### config.mk
export PLATFORM = sky130hd
export DESIGN_NAME = decode_queue_stage
export DESIGN_NICKNAME = d
export VERILOG_FILES = /design/src/rtl/decode_queue_stage.sv
export SDC_FILE = /design/constraint.sdc
export NUM_CORES = 1
export LEC_CHECK = 0
export ABC_AREA = 1
export BUFFER_PORTS_ARGS = -buffer_cell sky130_fd_sc_hd__buf_4
export CORE_ASPECT_RATIO = 0.9
export CORE_MARGIN = 8
export CORE_UTILIZATION = 35
export CTS_BUF_LIST = sky130_fd_sc_hd__clkbuf_4 sky130_fd_sc_hd__clkbuf_8
export CTS_CLUSTER_DIAMETER = 200
export DETAILED_ROUTE_END_ITERATION = 8
export GPL_TIMING_DRIVEN = 1
export PLACE_DENSITY_LB_ADDON = 0.3
export SLEW_MARGIN = 20
export SYNTH_ARGS = -nofsm -noshare
export SYNTH_HDL_FRONTEND = slang
export SYNTH_SLANG_ARGS = --single-unit
### constraint.sdc
create_clock -name clk -period 3.8 [get_ports clk]
set_input_delay 0.19 -clock clk [delete_from_list [all_inputs] [get_ports clk]]
set_output_delay 0.19 -clock clk [all_outputs]
set_load 0.05 [all_outputs]
### src/rtl/decode_queue_stage.sv
// -----------------------------------------------------------------------------
// isa_defs_pkg / decode_queue_stage
//
// Purpose
//   Buffered, registered instruction decode stage. Raw 32-bit instructions are
//   accepted into a FIFO through a valid/ready handshake. The FIFO head is
//   decoded combinationally, and the decoded bundle is presented from an output
//   register under a second valid/ready handshake. NOPs can be dropped, and
//   unknown opcodes can be trapped.
//
// Instruction encoding (isa_defs_pkg)
//   [31:26] opcode   [25:21] rs1   [20:16] rs2 / I-type rd
//   [15:11] R-type rd               [15:0]  I-type immediate (signed)
//
// Parameters
//   FIFO_DEPTH  instruction FIFO entries; must be a power of 2 and >= 2
//   DROP_NOP    1: NOP-class heads are popped and never presented
//
// Configuration
//   DECODE_QUEUE_ILLEGAL_TRAP_EN  when defined, unknown opcodes are presented
//   with out_illegal=1 and set illegal_sticky on transfer. When undefined,
//   unknown opcodes are treated as NOPs and both trap outputs are tied to 0.
//
// Ports
//   clk, rst                  clock; asynchronous active-high reset
//   flush                     synchronous flush: empties FIFO, clears out_valid
//   in_valid/in_ready/in_instr    upstream instruction handshake
//   out_valid/out_ready           downstream bundle handshake
//   out_is_rtype .. out_imm16     decoded bundle fields
//   out_illegal, illegal_sticky   trap outputs
//   fifo_count                    current FIFO occupancy
// -----------------------------------------------------------------------------
package isa_defs_pkg;

  localparam int INSTR_W    = 32;
  localparam int OPCODE_W   = 6;
  localparam int REG_ADDR_W = 5;
  localparam int IMM_W      = 16;

  typedef enum logic [1:0] {
    ALU_OP_NOP = 2'd0,
    ALU_OP_ADD = 2'd1,
    ALU_OP_SUB = 2'd2
  } alu_op_e;

  localparam logic [OPCODE_W-1:0] OPC_NOP   = 6'h00;
  localparam logic [OPCODE_W-1:0] OPC_ADD   = 6'h01;
  localparam logic [OPCODE_W-1:0] OPC_SUB   = 6'h02;
  localparam logic [OPCODE_W-1:0] OPC_ADDI  = 6'h08;
  localparam logic [OPCODE_W-1:0] OPC_LOAD  = 6'h10;
  localparam logic [OPCODE_W-1:0] OPC_STORE = 6'h11;

  typedef struct packed {
    logic                         is_rtype;
    logic                         is_itype;
    alu_op_e                      alu_op;
    logic                         reg_write_en;
    logic                         mem_read;
    logic                         mem_write;
    logic [REG_ADDR_W-1:0]        rd_addr;
    logic [REG_ADDR_W-1:0]        rs1_addr;
    logic [REG_ADDR_W-1:0]        rs2_addr;
    logic signed [IMM_W-1:0]      imm16;
    logic                         illegal;
  } bundle_t;

  function automatic logic [OPCODE_W-1:0] get_opcode(input logic [INSTR_W-1:0] instr);
    return instr[31:26];
  endfunction

  function automatic logic [REG_ADDR_W-1:0] get_rs1(input logic [INSTR_W-1:0] instr);
    return instr[25:21];
  endfunction

  // Doubles as the destination field for I-type instructions.
  function automatic logic [REG_ADDR_W-1:0] get_rs2(input logic [INSTR_W-1:0] instr);
    return instr[20:16];
  endfunction

  function automatic logic [REG_ADDR_W-1:0] get_rd_r(input logic [INSTR_W-1:0] instr);
    return instr[15:11];
  endfunction

  function automatic logic signed [IMM_W-1:0] get_imm16(input logic [INSTR_W-1:0] instr);
    return instr[15:0];
  endfunction

endpackage

module decode_queue_stage
  import isa_defs_pkg::*;
#(
  parameter int FIFO_DEPTH = 4,
  parameter int DROP_NOP   = 1
) (
  input  logic                         clk,
  input  logic                         rst,
  input  logic                         flush,
  input  logic                         in_valid,
  output logic                         in_ready,
  input  logic [31:0]                  in_instr,
  output logic                         out_valid,
  input  logic                         out_ready,
  output logic                         out_is_rtype,
  output logic                         out_is_itype,
  output alu_op_e                      out_alu_op,
  output logic                         out_reg_write_en,
  output logic                         out_mem_read,
  output logic                         out_mem_write,
  output logic [REG_ADDR_W-1:0]        out_rd_addr,
  output logic [REG_ADDR_W-1:0]        out_rs1_addr,
  output logic [REG_ADDR_W-1:0]        out_rs2_addr,
  output logic signed [IMM_W-1:0]      out_imm16,
  output logic                         out_illegal,
  output logic                         illegal_sticky,
  output logic [$clog2(FIFO_DEPTH):0]  fifo_count
);

  localparam int PTR_W = $clog2(FIFO_DEPTH);
  localparam int CNT_W = PTR_W + 1;
  localparam logic [CNT_W-1:0] DEPTH_C = CNT_W'(FIFO_DEPTH);
  localparam bit DROP_EN = (DROP_NOP != 0);

`ifdef DECODE_QUEUE_ILLEGAL_TRAP_EN
  localparam bit TRAP_EN = 1'b1;
`else
  localparam bit TRAP_EN = 1'b0;
`endif

  logic [INSTR_W-1:0] fifo_mem [FIFO_DEPTH];
  logic [PTR_W-1:0]   wr_ptr_q, wr_ptr_d;
  logic [PTR_W-1:0]   rd_ptr_q, rd_ptr_d;
  logic [CNT_W-1:0]   count_q,  count_d;
  logic               out_valid_q, out_valid_d;
  bundle_t            bundle_q, bundle_d;

  logic [INSTR_W-1:0] head_instr;
  bundle_t            head_dec;
  logic               head_is_nop;
  logic               head_is_unknown;
  logic               head_drop;
  logic               push;
  logic               ld;

  // Ready depends on registered occupancy only: a full FIFO refuses input even
  // in a cycle where it is also popping, which keeps in_ready off the
  // out_ready path.
  assign in_ready = (count_q != DEPTH_C);
  assign push     = in_valid && in_ready;
  assign ld       = (count_q != '0) && (!out_valid_q || out_ready);

  assign head_instr = fifo_mem[rd_ptr_q];

  // NOTE: every signal assigned in an always_comb gets a default at the top,
  // so no path can leave it unassigned and infer a latch.
  always_comb begin
    head_dec          = '0;
    head_dec.alu_op   = ALU_OP_NOP;
    head_dec.rs1_addr = get_rs1(head_instr);
    head_dec.rs2_addr = get_rs2(head_instr);
    head_dec.rd_addr  = get_rs2(head_instr);
    head_dec.imm16    = get_imm16(head_instr);
    head_is_nop       = 1'b0;
    head_is_unknown   = 1'b0;
    unique case (get_opcode(head_instr))
      OPC_NOP: head_is_nop = 1'b1;
      OPC_ADD, OPC_SUB: begin
        head_dec.is_rtype     = 1'b1;
        head_dec.alu_op       = (get_opcode(head_instr) == OPC_ADD) ? ALU_OP_ADD : ALU_OP_SUB;
        head_dec.reg_write_en = 1'b1;
        head_dec.rd_addr      = get_rd_r(head_instr);
      end
      OPC_ADDI: begin
        head_dec.is_itype     = 1'b1;
        head_dec.alu_op       = ALU_OP_ADD;
        head_dec.reg_write_en = 1'b1;
      end
      // Memory ops carry no ALU operation; address generation happens in the
      // memory stage from rs1 and imm16.
      OPC_LOAD: begin
        head_dec.is_itype     = 1'b1;
        head_dec.mem_read     = 1'b1;
        head_dec.reg_write_en = 1'b1;
      end
      OPC_STORE: begin
        head_dec.is_itype  = 1'b1;
        head_dec.mem_write = 1'b1;
      end
      default: head_is_unknown = 1'b1;
    endcase
    head_dec.illegal = head_is_unknown && TRAP_EN;
  end

  // Without the trap, an unknown opcode is indistinguishable from a NOP.
  assign head_drop = DROP_EN && (head_is_nop || (head_is_unknown && !TRAP_EN));

  always_comb begin
    wr_ptr_d    = wr_ptr_q;
    rd_ptr_d    = rd_ptr_q;
    count_d     = count_q;
    out_valid_d = out_valid_q;
    bundle_d    = bundle_q;
    if (flush) begin
      wr_ptr_d    = '0;
      rd_ptr_d    = '0;
      count_d     = '0;
      out_valid_d = 1'b0;
    end else begin
      if (push) wr_ptr_d = wr_ptr_q + PTR_W'(1);
      if (ld) begin
        rd_ptr_d = rd_ptr_q + PTR_W'(1);
        if (head_drop) begin
          // ld implies the output is either empty or being consumed now, so a
          // dropped head always leaves the output register empty.
          out_valid_d = 1'b0;
        end else begin
          bundle_d    = head_dec;
          out_valid_d = 1'b1;
        end
      end else if (out_ready) begin
        out_valid_d = 1'b0;
      end
      unique case ({push, ld})
        2'b10:   count_d = count_q + CNT_W'(1);
        2'b01:   count_d = count_q - CNT_W'(1);
        default: count_d = count_q;
      endcase
    end
  end

  // NOTE: sequential state is written with non-blocking assignments only, so
  // every register samples the pre-edge values of the others.
  always_ff @(posedge clk or posedge rst) begin
    if (rst) begin
      wr_ptr_q        <= '0;
      rd_ptr_q        <= '0;
      count_q         <= '0;
      out_valid_q     <= 1'b0;
      bundle_q        <= '0;
      bundle_q.alu_op <= ALU_OP_NOP;
    end else begin
      wr_ptr_q    <= wr_ptr_d;
      rd_ptr_q    <= rd_ptr_d;
      count_q     <= count_d;
      out_valid_q <= out_valid_d;
      bundle_q    <= bundle_d;
    end
  end

  // NOTE: the storage array has no reset; an entry is only ever read after it
  // has been written, and leaving it unreset lets it map onto plain RAM/flops.
  always_ff @(posedge clk) begin
    if (push && !flush) fifo_mem[wr_ptr_q] <= in_instr;
  end

`ifdef DECODE_QUEUE_ILLEGAL_TRAP_EN
  logic sticky_q;

  // Sets when an illegal bundle is actually handed downstream; flush leaves it.
  always_ff @(posedge clk or posedge rst) begin
    if (rst) begin
      sticky_q <= 1'b0;
    end else if (out_valid_q && out_ready && bundle_q.illegal) begin
      sticky_q <= 1'b1;
    end
  end

  assign illegal_sticky = sticky_q;
`else
  assign illegal_sticky = 1'b0;
`endif

  assign fifo_count       = count_q;
  assign out_valid        = out_valid_q;
  assign out_is_rtype     = bundle_q.is_rtype;
  assign out_is_itype     = bundle_q.is_itype;
  assign out_alu_op       = bundle_q.alu_op;
  assign out_reg_write_en = bundle_q.reg_write_en;
  assign out_mem_read     = bundle_q.mem_read;
  assign out_mem_write    = bundle_q.mem_write;
  assign out_rd_addr      = bundle_q.rd_addr;
  assign out_rs1_addr     = bundle_q.rs1_addr;
  assign out_rs2_addr     = bundle_q.rs2_addr;
  assign out_imm16        = bundle_q.imm16;
  assign out_illegal      = bundle_q.illegal;

endmodule

==> results.yml <==
power:
  powerDensity_nw_per_um2: 708
  power_uw: 6140
  vdd_ir_drop_max_mv: 0.273
  cellLeakagePower_uw: 0.00354
sta:
  fmax_ghz: 0.365
  final.period_utilization: 0.720
  slew_headroom: 0.444
  tns_ps: 0
  finalSetupViolations: 0
  slew_violations: 0
  hold_viol: 0
  rsz0062_at_grt: "no"
  worst_slew_pin_slew_ps: 834
  fin_skew_ps: 8.93
  period_needed_ps: 2740
grt:
  grt_pass1_wl_um: 26200
  grt_pass1_vias: 4939
  gr-total-overflow: 0
  grt_usage: 0.137
  grt_max_degree: 47
  antenna_found_initial: 1
floorplanning:
  die_area_um2: 24600
  ios: 82
  core_area_um2: 19700
  die_x_um: 165
  rows: 49
  die_y_um: 150
  start_util: 0.352
logic_synthesis:
  synth.distinct_cells: 25
  synth_top_area_frac: 0.553
  synth_area_leaders: "edfxtp_1 55%, dfrtp_1 17%, nand2_1 8.1%, o21ai_0 4.1%, nand3_1 3.8%"
  synth_area_um2: 6960
  ys_seq_area_frac: 0.718
  syn_avg_cell_area_um2: 11.6
  yosys_register_bits: 174
  synth_cells: 599
  yosysTopAreaCell: "edfxtp_1"
  yosysWarnings: 0
critical_path:
  worstPathRequired_ps: 4190
  cp.arrival_ps: 3130
  worst-path-max-fanout: 32
  criticalPathCategory: "reg -> reg"
  cp-start-kind: "flip-flop"
  r2r_cells: 12
  critPathCaptureType: "flip-flop"
detailed_routing:
  wire_per_inst_um: 16.7
  vias: 4757
  ant_nets: 0
  wirelength_um: 16400
  routed_via_density: 4.84
  drc_errors: 0
  dr.pass1.iters: 5
  first_iter_violations: 339
clock_network:
  postCtsSetupRepairBufs: 0
  cts_num_sinks: 174
  cts_made_buffers: 17
  cts_max_level: 4
  clock-root-buffer: "clkbuf_8"
  cts_buffer_depth: 2
  clkTransAtPathRegs_ps: 80
  clk_latency_ps: 450
  cts_tree: "done"
run:
  cap_violations: 0
placement:
  post-dp-hpwl_um: 10400
  dpl.cell_count: 914
  io_buffers: 79
  routabilityCongestion: 0.838
cells_and_area:
  drive_gt1_frac: 0.191
  final_util: 0.439
  n_fill_cell: 1820
  layout.cells.most_common: "nand2_1"
  finalNonFillerCells: 982
  final_cell_mix: "150 x nand2_1, 128 x edfxtp_1, 92 x buf_4, 61 x nor2_1, 57 x o21ai_0"
  nNetsFinal: 755
  area_growth_syn_to_layout_pct: 24.6
worst_hold_path:
  hold_class: "in -> reg"
  holdPathStages: 5
status:
  status: "completed"
## through the flow
| step | area (µm²) | hold slack [ps] | worst slack (ps) |
|---|---|---|---|
| 2_1_floorplan | 6960 | 256 | 430 |
| 3_3_place_gp | 7850 | 380 | 1170 |
| 3_5_place_dp | 7850 | 384 | 1080 |
| 4_1_cts | 8650 | 22.0 | 1050 |
| 5_1_grt | 8660 | 226 | 742 |
| 6_report | 8660 | 232 | 1060 |
## cell usage after synthesis
cell type and count:
xnor2_1 1, o22ai_1 26, nand3_2 1, nand2_1 150, edfxtp_1 128, a21oi_2 1
buf_2 9, fa_1 1, buf_4 9, o21ai_0 57, ha_1 4, dfrtp_1 46
buf_6 1, nor2_2 3, xor2_1 2, inv_1 18, inv_2 2, o21ai_4 1
clkbuf_1 15, nand3b_1 2, nand3_1 53, a21oi_1 2, a31oi_1 1, conb_1 1
nor2_1 65
## area by class of cell
class | count | area (µm²) | area share
well taps | 255 | 319 | 0.0368
flip-flops and latches | 174 | 5000 | 0.577
clock inverters | 11 | 191 | 0.0221
diodes | 1 | 2.50 | 0.000289
multi-input cells | 372 | 1750 | 0.202
inverters | 20 | 76.3 | 0.00881
repair buffers | 128 | 1060 | 0.122
clock buffers | 21 | 270 | 0.0312
## worst max-delay path, stage by stage, from the launching register on
cell and delay, ps:
dfrtp_2 590, inv_2 490, nand2_1 100, nand3_1 90
nand2_1 100, inv_1 110, nor2_1 70, o21ai_4 230
nand3_2 100, nand2_1 400, buf_12 250, nand2_1 80
nand2_1 50
## flip-flops by register name, indices dropped and copies added (netlist names), 2 cells and up
register / cells
fifo_count: 3
out_rd_addr: 5
rd_ptr_q: 2
out_imm16: 16
fifo_mem: 128
out_alu_op: 2
wr_ptr_q: 2
out_rs1_addr: 5
out_rs2_addr: 5
## power by group
| part | switching, µW | internal (µW) | total [µW] |
|---|---|---|---|
| clock network | 629 | 820 | 1450 |
| registers | 162 | 2290 | 2450 |
| logic | 1610 | 629 | 2240 |
## logic make-up (layout without fill, tap and decap cells)
family                   after synthesis  count (layout)  share of synthesized area
AND/OR/NAND/NOR                      274             274                      0.160
flip-flops                           174             174                      0.718
AO/OA/AOI/OAI                         88              88                     0.0703
buffers and inverters                 54             180                     0.0367
adder cells (fa/ha/maj)                5               5                     0.0101
XOR/XNOR                               3               3                    0.00378
other                                  1               3                   0.000539
## path summary, 6_finish.rpt
path                                   end       startpoint  slack (ps)
hold / removal                 wr_ptr_q[1]         in_valid         230
setup reg to reg             out_imm16[12]      rd_ptr_q[0]        1060
hold reg to reg            out_rs2_addr[3]  out_rs2_addr[3]         480
min in group asynchronous     out_imm16[5]              rst         430
setup / recovery             out_imm16[12]      rd_ptr_q[0]        1060
max in group asynchronous      rd_ptr_q[0]              rst        2820
## layer usage
layer  global-route usage  vias up  share of wire
met4               0.0437        0          0.012
li1                     -     2292              -
met1                0.172     2329           0.45
met2                0.223      113           0.48
met3               0.0421       23          0.057
met5                    0        -              0
## repair_timing
action                                 in CTS  in global routing
setup endpoints to repair                   0                  0
hold buffers                               34                  1
gates resized for setup                     0                  0
endpoints found under the hold margin     130                 46
(Power assumes the default switching activity.)
